==> config.mk <==
export PLATFORM = sky130hd
export DESIGN_NAME = fifo_ram_ctrl
export DESIGN_NICKNAME = d
export VERILOG_FILES = /design/src/rtl/fifo_ram_ctrl_pkg.sv /design/src/rtl/fifo_ram_ctrl.sv
export SDC_FILE = /design/constraint.sdc
export NUM_CORES = 1
export LEC_CHECK = 0
export ABC_AREA = 1
export CORE_UTILIZATION = 36
export DETAILED_ROUTE_END_ITERATION = 8
export PLACE_DENSITY_LB_ADDON = 0.2
export SLEW_MARGIN = 20
export SYNTH_ARGS = -nofsm -noshare
export SYNTH_HDL_FRONTEND = slang
export SYNTH_SLANG_ARGS = --single-unit
==> constraint.sdc <==
create_clock -name clk -period 3.13 [get_ports clk]
set_clock_uncertainty 0.2 [all_clocks]
set_input_delay 0.4695 -clock clk [delete_from_list [all_inputs] [get_ports clk]]
set_output_delay 0.4695 -clock clk [all_outputs]
set_load 0.03 [all_outputs]
==> src/rtl/fifo_ram_ctrl_pkg.sv <==
// Shared defaults and access-type decode for the FIFO controller that sits in
// front of a dual-port RAM.
package fifo_ram_ctrl_pkg;

   localparam int A_LENGTH_DEF     = 3;
   localparam int D_LENGTH_DEF     = 8;
   localparam int CONFIG_DEPTH_DEF = 2 ** A_LENGTH_DEF;

   typedef enum logic [1:0] {
      ACC_NONE = 2'b00,
      ACC_WR   = 2'b01,
      ACC_RD   = 2'b10,
      ACC_BOTH = 2'b11
   } acc_e;

   function automatic acc_e acc_kind(input logic wr_ok, input logic rd_ok);
      return acc_e'({rd_ok, wr_ok});
   endfunction

endpackage

==> src/rtl/fifo_ram_ctrl.sv <==
// FIFO pointer/count controller driving an external dual-port RAM:
// port 1 writes, port 2 reads with one cycle of registered latency.
module fifo_ram_ctrl
   import fifo_ram_ctrl_pkg::*;
#(
   parameter int A_LENGTH     = A_LENGTH_DEF,
   parameter int D_LENGTH     = D_LENGTH_DEF,
   parameter int CONFIG_DEPTH = CONFIG_DEPTH_DEF
) (
   input  logic                clk,
   input  logic                rst_n,
   input  logic                wr_req,
   input  logic [D_LENGTH-1:0] wr_data,
   input  logic                rd_req,
   output logic [D_LENGTH-1:0] rd_data,
   output logic                rd_valid,
   output logic                full,
   output logic                empty,
   output logic [A_LENGTH:0]   level,
   output logic                wr_err,
   output logic                rd_err,
   output logic                en_port1,
   output logic                ctrl_port1,
   output logic [A_LENGTH-1:0] addr_in_port1,
   output logic [D_LENGTH-1:0] data_in_port1,
   output logic                en_port2,
   output logic                ctrl_port2,
   output logic [A_LENGTH-1:0] addr_in_port2,
   output logic [D_LENGTH-1:0] data_in_port2,
   input  logic [D_LENGTH-1:0] data_out_port2
);

   localparam int CNT_W = A_LENGTH + 1;

   logic [A_LENGTH:0] wr_ptr_q, wr_ptr_d;
   logic [A_LENGTH:0] rd_ptr_q, rd_ptr_d;
   logic [A_LENGTH:0] count_q, count_d;
   logic              rd_valid_q, rd_valid_d;
   logic              wr_err_q, wr_err_d;
   logic              rd_err_q, rd_err_d;
   logic              wr_ok, rd_ok;
   acc_e              acc;

   assign full  = (count_q == CNT_W'(CONFIG_DEPTH));
   assign empty = (count_q == '0);
   assign level = count_q;

   // Full blocks the write and empty blocks the read, so the two RAM ports
   // can never address the same word in one cycle.
   assign wr_ok = wr_req && !full;
   assign rd_ok = rd_req && !empty;
   assign acc   = acc_kind(wr_ok, rd_ok);

   always_comb begin
      wr_ptr_d   = wr_ptr_q;
      rd_ptr_d   = rd_ptr_q;
      count_d    = count_q;
      rd_valid_d = rd_ok;
      wr_err_d   = wr_req && full;
      rd_err_d   = rd_req && empty;
      if (wr_ok) wr_ptr_d = wr_ptr_q + CNT_W'(1);
      if (rd_ok) rd_ptr_d = rd_ptr_q + CNT_W'(1);
      case (acc)
         ACC_WR:  count_d = count_q + CNT_W'(1);
         ACC_RD:  count_d = count_q - CNT_W'(1);
         default: count_d = count_q;
      endcase
   end

   always_ff @(posedge clk or negedge rst_n) begin
      if (!rst_n) begin
         wr_ptr_q   <= '0;
         rd_ptr_q   <= '0;
         count_q    <= '0;
         rd_valid_q <= 1'b0;
         wr_err_q   <= 1'b0;
         rd_err_q   <= 1'b0;
      end else begin
         wr_ptr_q   <= wr_ptr_d;
         rd_ptr_q   <= rd_ptr_d;
         count_q    <= count_d;
         rd_valid_q <= rd_valid_d;
         wr_err_q   <= wr_err_d;
         rd_err_q   <= rd_err_d;
      end
   end

   always_comb begin
      en_port1      = wr_ok;
      ctrl_port1    = wr_ok;
      addr_in_port1 = wr_ptr_q[A_LENGTH-1:0];
      data_in_port1 = wr_data;
      en_port2      = rd_ok;
      ctrl_port2    = 1'b0;
      addr_in_port2 = rd_ptr_q[A_LENGTH-1:0];
      data_in_port2 = '0;
   end

   // The RAM registers its read port, which lines up with rd_valid_q.
   assign rd_data  = data_out_port2;
   assign rd_valid = rd_valid_q;
   assign wr_err   = wr_err_q;
   assign rd_err   = rd_err_q;

endmodule

Word-level counts from Yosys, hierarchy flattened. Cells that the tools add are included. W data, S select, Z words.

Register bits: 15. Input bits: 20.

Add/subtract/negate cells: 4. Equal/unequal tests: 3. Muxes and demuxes: 1. Reductions and logical operators: 8.

Operators with widths (count): $add A4 B1 Y4 const B (3); $pmux W4 S2 (1); $eq A4 B4 Y1 const B (1); $logic_and A1 B1 Y1 (4); $logic_not A4 Y1 (1); $sub A4 B1 Y4 const B (1); $eq A2 B1 Y1 const B (1); $eq A2 B2 Y1 const B (1); $logic_not A1 Y1 (2); $reduce_bool A2 Y1 (1).

Longest topological paths before layout. Gate-level depths: netlist of run 1.

Depth in word-level cells: 5. Gate-level depth with buffers: 13. Depth with buffers taken out: 13.

Worst setup path after synthesis of run 1. No wires, ideal clock.

Path type: register to register. From: register count_q[2] (netlist: level[2]). To: register count_q[2] (netlist: level[2]). Data arrival time: 1.940 ns. Data required time: 2.801 ns. Slack: 0.861 ns. Stages on the path, launching flop included: 13. Clock period less this slack: 2.269 ns. Cells stage by stage: dfrtp_1 > inv_1 > nand3_2 > nand2_2 > inv_2 > ha_1 > nand2_1 > inv_1 > nor2_2 > ha_1 > a21oi_1 > xor2_1 > o21ai_0.

Word-level cells in the longest chain between the ends: 5.

RTL lines: start: declaration (RTL line fifo_ram_ctrl.sv:37) `logic [A_LENGTH:0] count_q, count_d;`; start signal: assignment (RTL line fifo_ram_ctrl.sv:81) `count_q <= count_d;`; $logic_not A4 Y1 * (RTL line fifo_ram_ctrl.sv:45) `assign empty = (count_q == '0);`; $logic_not A1 Y1 * (RTL line fifo_ram_ctrl.sv:51) `assign rd_ok = rd_req && !empty;`; $logic_and A1 B1 Y1 * (RTL line fifo_ram_ctrl.sv:51); via en_port2 (RTL line fifo_ram_ctrl.sv:26) `output logic en_port2,`; $eq A2 B2 Y1 or $eq A2 B1 Y1 (tied branches) (RTL line fifo_ram_ctrl.sv:63) `case (acc)`; $pmux W4 S2 or $reduce_bool A2 Y1 (tied branches).

Mark *: on every way through the listed nets, which the timed path passes. The rest lies on a longest branch. A chain may end at the register's enable or synchronous reset.

Worst setup path after layout of run 1.
From: input port rd_req. To: output port en_port2.

Word-level cells in the longest chain between the ends: 1.

RTL lines: start: declaration (RTL line fifo_ram_ctrl.sv:14) `input logic rd_req,`; $logic_and A1 B1 Y1 (RTL line fifo_ram_ctrl.sv:51); end: declaration (RTL line fifo_ram_ctrl.sv:26).

No other way between the ends.

==> flow_metrics.env, run 1 <==
export IMPL_antenna_found_initial=0
export IMPL_die_area_sq_um=2609
export IMPL_drtAntennaViolNets=0
export IMPL_crit_buf_inv=3
export IMPL_p_sw_share_pct=47.34
export IMPL_grt_pass1_wl_mm=1.973
export IMPL_start_util_pct=38.82
export IMPL_status="finished, final reports clean"
export IMPL_p_int_uw=570.4
export IMPL_final_cell_mix="21 x clkdlybuf4s50_1, 18 x nand2_1, 13 x dfrtp_1"
export IMPL_die_y_microns=51.08
export IMPL_pin_count=63
export IMPL_crit_type="primary input to output port"
export IMPL_layout_setup_ws_ns=0.6371
export IMPL_crit_path_start_kind="primary input"
export IMPL_insertion_delay_ns=0.27
export IMPL_hpwl_mm=1.005
export IMPL_power_switching_uw=512.8
export IMPL_r2r_slack_ns=0.95
export IMPL_synth_seq_cells=13
export IMPL_grt_setup_unrepaired="false"
export IMPL_drcViolationCount=0
export IMPL_hold_violations=0
export IMPL_hp_class="register to register"
export IMPL_cp_max_fo=6
export IMPL_cp_top_family="buffers and inverters"
export IMPL_critPathArrivalTime_ns=1.82
export IMPL_final_common_cell="clkdlybuf4s50_1"
export IMPL_synth_cell_type_count=18
export IMPL_crit_slowest_cell="clkdlybuf4s50_1"
export IMPL_nets=132
export IMPL_port_buffers=21
export IMPL_htreeDepth=1
export IMPL_cts_root_buf="clkbuf_4"
export IMPL_clkSlewWorstSetupHoldPaths_ns=0.07
export IMPL_grt_overflow=0
export IMPL_power_frac_comb_pct=61.3
export IMPL_relSlewSlack_pct=61.87
export IMPL_p_per_area_nw_per_um2=1113
export IMPL_ir_drop_mv=0.6292
export IMPL_finalCritPeriodShare_pct=79.64
export IMPL_vias=564
export IMPL_ys_warn_count=0
export IMPL_syn_cell_area_sq_um=867.1
export IMPL_cts_hold_fix_buffers=0
export IMPL_p_leak_uw=0.0004958
export IMPL_worst_pin_slew_ns=0.5702
export IMPL_nFillCells=220
export IMPL_vias_per_cell=4.209
export IMPL_syn_avg_cell_area_sq_um=8.758
export IMPL_clock_sinks=13
export IMPL_core_area_sq_um=2233
export IMPL_critPathMostFrequentCell="clkdlybuf4s50_1"
export IMPL_pre_cts_slack_ns=0.6302
export IMPL_finalSetupViolCount=0
export IMPL_seq_power_share_pct=29.4
export IMPL_clockPowerShare_pct=9.3
export IMPL_dr_pass1_iters=4
export IMPL_critPathMaxStageDelay_ns=0.67
export IMPL_finalMaxSlewViolations=0
export IMPL_cts_max_path_buffers=2
export IMPL_numCtsBuffers=3
export IMPL_grt_max_degree=14
export IMPL_finalSetupTns_ns=0
export IMPL_drive_gt1_share_pct=12.26
export IMPL_gr_usage_all_layers_pct=10.88
export IMPL_path_cells="clkdlybuf4s50_1, nand2_2, inv_2, clkdlybuf4s50_1"
export IMPL_drv_cap=0
export IMPL_cts_resized=0
export IMPL_rows=17
export IMPL_syn_inst=99
export IMPL_drtIter0Drc=7
export IMPL_post_cts_buffers=0
export IMPL_areaGrowthSynthToFinish_pct=12.27
export IMPL_cts_tree="done"
export IMPL_max_freq_mhz=401.1
export IMPL_place_gp_congestion=0.8067
export IMPL_diodes=0
export IMPL_cp_required_ns=2.46
export IMPL_fin_crit_ns=2.493
export IMPL_grt_pass1_vias=439
export IMPL_wl_per_cell_microns=9.634
export IMPL_drt_wl_total_mm=1.291
export IMPL_fp_dieW_microns=51.08
export IMPL_synth_seq_area_share_pct=37.52
export IMPL_end_kind="output port"
## cell usage after synthesis
| library cell | n | area [sq um] |
|---|---|---|
| inv_1 | 10 | 37.54 |
| nor2_1 | 3 | 11.26 |
| ha_1 | 5 | 62.56 |
| nand2_2 | 3 | 18.77 |
| xnor2_1 | 6 | 52.55 |
| nand3_1 | 3 | 15.01 |
| nor2_2 | 2 | 12.51 |
| inv_4 | 1 | 6.260 |
| nand2_4 | 1 | 11.26 |
| nand2_1 | 18 | 67.56 |
| buf_4 | 26 | 195.2 |
| inv_2 | 1 | 3.750 |
| conb_1 | 1 | 3.750 |
| a21oi_1 | 1 | 5.000 |
| dfrtp_1 | 13 | 325.3 |
| xor2_1 | 1 | 8.760 |
| o21ai_0 | 2 | 10.01 |
| nand3_2 | 2 | 20.02 |
## layout make-up
class	instances	area, sq um	area share (%)
Clock buffer	4	26.28	2.699
Inverter	12	47.55	4.884
Multi-Input combinational cell	56	329.1	33.80
Sequential cell	13	325.3	33.42
Tap cell	28	35.03	3.599
Timing Repair Buffer	21	210.2	21.59
## kinds of logic after synthesis
kind of cell | Yosys count | share of synthesized area [%]
buf+inv | 38 | 28.00
fa+ha+maj | 5 | 7.215
other cells | 1 | 0.4325
xor+xnor | 7 | 7.071
simple gates | 32 | 18.04
flops | 13 | 37.52
compound gates | 3 | 1.731
## metal layers
layer | vias up | wire length (microns) | track usage (%) | share of wire (%)
li1 | 276 | - | - | -
met1 | 258 | 573 | 13.33 | 44
met2 | 28 | 577 | 14.69 | 45
met3 | 2 | 135 | 4.167 | 10
met4 | 0 | 4 | 9.259 | 0.31
met5 | - | 0 | 0 | 0
## state kept, by name, summed over array words and instances (netlist names)
register and flops:
wr_err 1, level 4, rd_err 1, rd_ptr_q 3
rd_valid 1, wr_ptr_q 3
## power groups by stage
stage / Combinational [uW] / Clock [uW] / Sequential, uW
final: 664 / 100 / 319
after global routing: 726 / 117 / 331
after CTS: 671 / 106 / 320
after detailed placement: 669 / 0 / 323
after global placement: 669 / 0 / 321
after floorplan: 348 / 0 / 460
## worst reg2reg max path: stages, from the launching register on
cell,delay [ns]
dfrtp_1,0.44
nor2_2,0.17
nand3_2,0.11
nand2_2,0.11
inv_2,0.07
ha_1,0.22
nor2_1,0.14
nor2_2,0.06
ha_1,0.17
a21oi_1,0.14
xor2_1,0.15
o21ai_0,0.08
## stage by stage
| stage | std cells | power, uW | utilization [%] | hold WS [ns] | area [sq um] |
|---|---|---|---|---|---|
| 6_report | 134 | 1083 | 43.59 | 0.2676 | 973.4 |
| 5_1_grt | 134 | 1174 | 43.59 | 0.3052 | 973.4 |
| 3_3_place_gp | 130 | 990.1 | 42.41 | 0.2599 | 947.2 |
| 3_5_place_dp | 130 | 991.6 | 42.41 | 0.2610 | 947.2 |
| 4_1_cts | 134 | 1098 | 43.59 | 0.2760 | 973.4 |
| 2_1_floorplan | 107 | 808.2 | - | -0.02609 | 897.1 |
## path summary, 6_finish.rpt
kind | from | end | depth (start not counted)
setup / recovery | rd_req | en_port2 | 4
hold / removal | wr_ptr_q[2] | wr_ptr_q[2] | 1
setup reg to reg | level[1] | level[2] | 11
hold reg to reg | wr_ptr_q[2] | wr_ptr_q[2] | 1
max in group asynchronous | rst_n | wr_ptr_q[0] | 1
min in group asynchronous | rst_n | rd_valid | 1
No activity file was read; power rests on OpenSTA's default activity.
==> run 2: changes to the inputs <==
--- a/config.mk
+++ b/config.mk
@@ -6,7 +6,7 @@
 export NUM_CORES = 1
 export LEC_CHECK = 0
 export ABC_AREA = 1
-export CORE_UTILIZATION = 36
+export CORE_UTILIZATION = 31
 export DETAILED_ROUTE_END_ITERATION = 8
 export PLACE_DENSITY_LB_ADDON = 0.2
 export SLEW_MARGIN = 20
==> constraint.sdc (replaced) <==
create_clock -name clk -period 2.26 [get_ports clk]
set_clock_uncertainty 0.2 [all_clocks]
set_input_delay 0.339 -clock clk [delete_from_list [all_inputs] [get_ports clk]]
set_output_delay 0.339 -clock clk [all_outputs]
set_load 0.03 [all_outputs]
==> run 2 against run 1 <==
Critical path depth rose by 7. Sequential share of layout area fell by 0.91 points. Routed wire length rose by 14%. Critical path type is now register to register. Global-route usage fell by 0.39 points. Final cell count rose by 4.5%. Cell area rose by 3.6%. Sequential power rose by 41%. Register-to-register slack got worse by 0.80 ns. First-iteration DRC count fell by 57%.
==> flow_metrics.env, run 2 (synthesis results as in run 1) <==
export IMPL_status="finished, final reports clean"
export IMPL_finalSetupTns_ns=0
export IMPL_crit_slowest_cell="dfrtp_2"
export IMPL_drive_gt1_share_pct=19.09
export IMPL_wl_per_cell_microns=10.54
export IMPL_core_area_sq_um=2567
export IMPL_finalMaxSlewViolations=0
export IMPL_port_buffers=21
export IMPL_worst_pin_slew_ns=0.6197
export IMPL_reg2reg_from="level[1]"
export IMPL_busiest_layer="met2"
export IMPL_cts_max_path_buffers=2
export IMPL_reg2regPathDepth=11
export IMPL_grtUsageMet1_pct=11.92
export IMPL_clock_sinks=13
export IMPL_crit_buf_inv=1
export IMPL_numCtsBuffers=3
export IMPL_dr_pass1_iters=4
export IMPL_hp_class="primary input to asynchronous set/reset pin"
export IMPL_areaGrowthSynthToFinish_pct=16.31
export IMPL_nets=136
export IMPL_cts_tree="done"
export IMPL_final_cell_mix="18 x nand2_1, 16 x clkdlybuf4s50_1, 11 x dfrtp_1"
export IMPL_clkSlewWorstSetupHoldPaths_ns=0.09
export IMPL_pre_cts_slack_ns=-0.04676
export IMPL_drtIter0Drc=3
export IMPL_crit_path_start_kind="register"
export IMPL_cts_hold_fix_buffers=0
export IMPL_cts_resized=4
export IMPL_cp_max_fo=6
export IMPL_crit_cells=11
export IMPL_path_cells="nor2_4, nand3_2, nand2_4, ha_2, nand2_1, inv_1, nor2_2, ha_1, a21oi_1, xor2_1, o21ai_0"
export IMPL_gr_usage_all_layers_pct=10.49
export IMPL_use_met2_pct=17.27
export IMPL_grt_overflow=0
export IMPL_cts_root_buf="clkbuf_4"
export IMPL_cp_required_ns=2.21
export IMPL_finalCritPeriodShare_pct=93.40
export IMPL_grt_max_degree=14
export IMPL_hpwl_mm=1.112
export IMPL_fin_crit_ns=2.111
export IMPL_grtUsageMet3_pct=3.333
export IMPL_pin_count=63
export IMPL_r2r_end="level[2]"
export IMPL_rows=18
export IMPL_antenna_found_initial=0
export IMPL_crit_type="register to register"
export IMPL_finalSetupViolCount=0
export IMPL_ir_drop_mv=0.6172
export IMPL_drv_cap=0
export IMPL_vias=584
export IMPL_layout_setup_ws_ns=0.1492
export IMPL_critPathMaxStageDelay_ns=0.46
export IMPL_hold_violations=0
export IMPL_htreeDepth=1
export IMPL_final_common_cell="nand2_1"
export IMPL_die_y_microns=54.89
export IMPL_nFillCells=268
export IMPL_fp_dieW_microns=54.89
export IMPL_grt_pass1_vias=513
export IMPL_diodes=0
export IMPL_vias_per_cell=4.171
export IMPL_r2r_slack_ns=0.15
export IMPL_p_leak_uw=0.0005246
export IMPL_insertion_delay_ns=0.27
export IMPL_die_area_sq_um=3012
export IMPL_cp_top_family="simple AND/OR/NAND/NOR gates"
export IMPL_drt_wl_total_mm=1.476
export IMPL_max_freq_mhz=473.8
export IMPL_start_util_pct=33.77
export IMPL_critPathArrivalTime_ns=2.06
export IMPL_place_gp_congestion=0.7814
export IMPL_drtAntennaViolNets=0
export IMPL_final_util_pct=39.28
export IMPL_relSlewSlack_pct=58.56
export IMPL_post_cts_buffers=0
export IMPL_end_kind="register"
export IMPL_largest_reg_flops=4
export IMPL_drcViolationCount=0
export IMPL_p_per_area_nw_per_um2=1532
export IMPL_grt_pass1_wl_mm=2.194
run 2: cell types whose count changed in the layout (fill, tap and decap cells not counted), moves of 2 or more:
| cell | before | now |
|---|---|---|
| dfrtp_2 | 0 | 2 |
| dlygate4sd2_1 | 0 | 4 |
| clkdlybuf4s50_1 | 21 | 16 |
| dfrtp_1 | 13 | 11 |
| buf_4 | 0 | 5 |
run 2: metrics by stage:
step	instances	hold WS [ns]	power (uW)	area [sq um]
after floorplan	107	-0.1566	1123	899.6
after global placement	136	0.2610	1410	979.7
after detailed placement	136	0.2652	1420	979.7
after CTS	140	0.2762	1561	1001
after global routing	140	0.2916	1679	1008
final	140	0.2474	1545	1008
run 2: layout make-up:
class | count | area, sq um | share of cell area [%]
sequential | 13 | 327.8 | 32.51
timing repair buffer | 25 | 232.7 | 23.08
tap | 30 | 37.54 | 3.722
multi-input combinational | 56 | 336.6 | 33.37
inverter | 12 | 47.55 | 4.715
clock buffer | 4 | 26.28 | 2.605
run 2: power by group:
group | leakage, uW | switching [uW] | internal [uW] | total, uW
logic | 0.000353 | 555 | 398 | 953
clock network | 0.0000150 | 75.2 | 68.2 | 143
registers | 0.000157 | 106 | 342 | 449
total | 0.000525 | 737 | 809 | 1550
run 2: layer usage:
layer | up-vias | wire, microns
met5 | - | 0
met1 | 268 | 630
li1 | 285 | -
met4 | 0 | 6
met3 | 2 | 123
met2 | 29 | 716
run 2: worst max-delay path by stage:
stage / start / to / slack (ns)
after global routing: level[2] / level[2] / -0.03
after floorplan: level[0] / level[2] / 0.02
after CTS: level[1] / level[2] / 0.07
final: level[1] / level[2] / 0.15
after detailed placement: wr_req / level[2] / -0.05
after global placement: wr_req / level[2] / 0.01
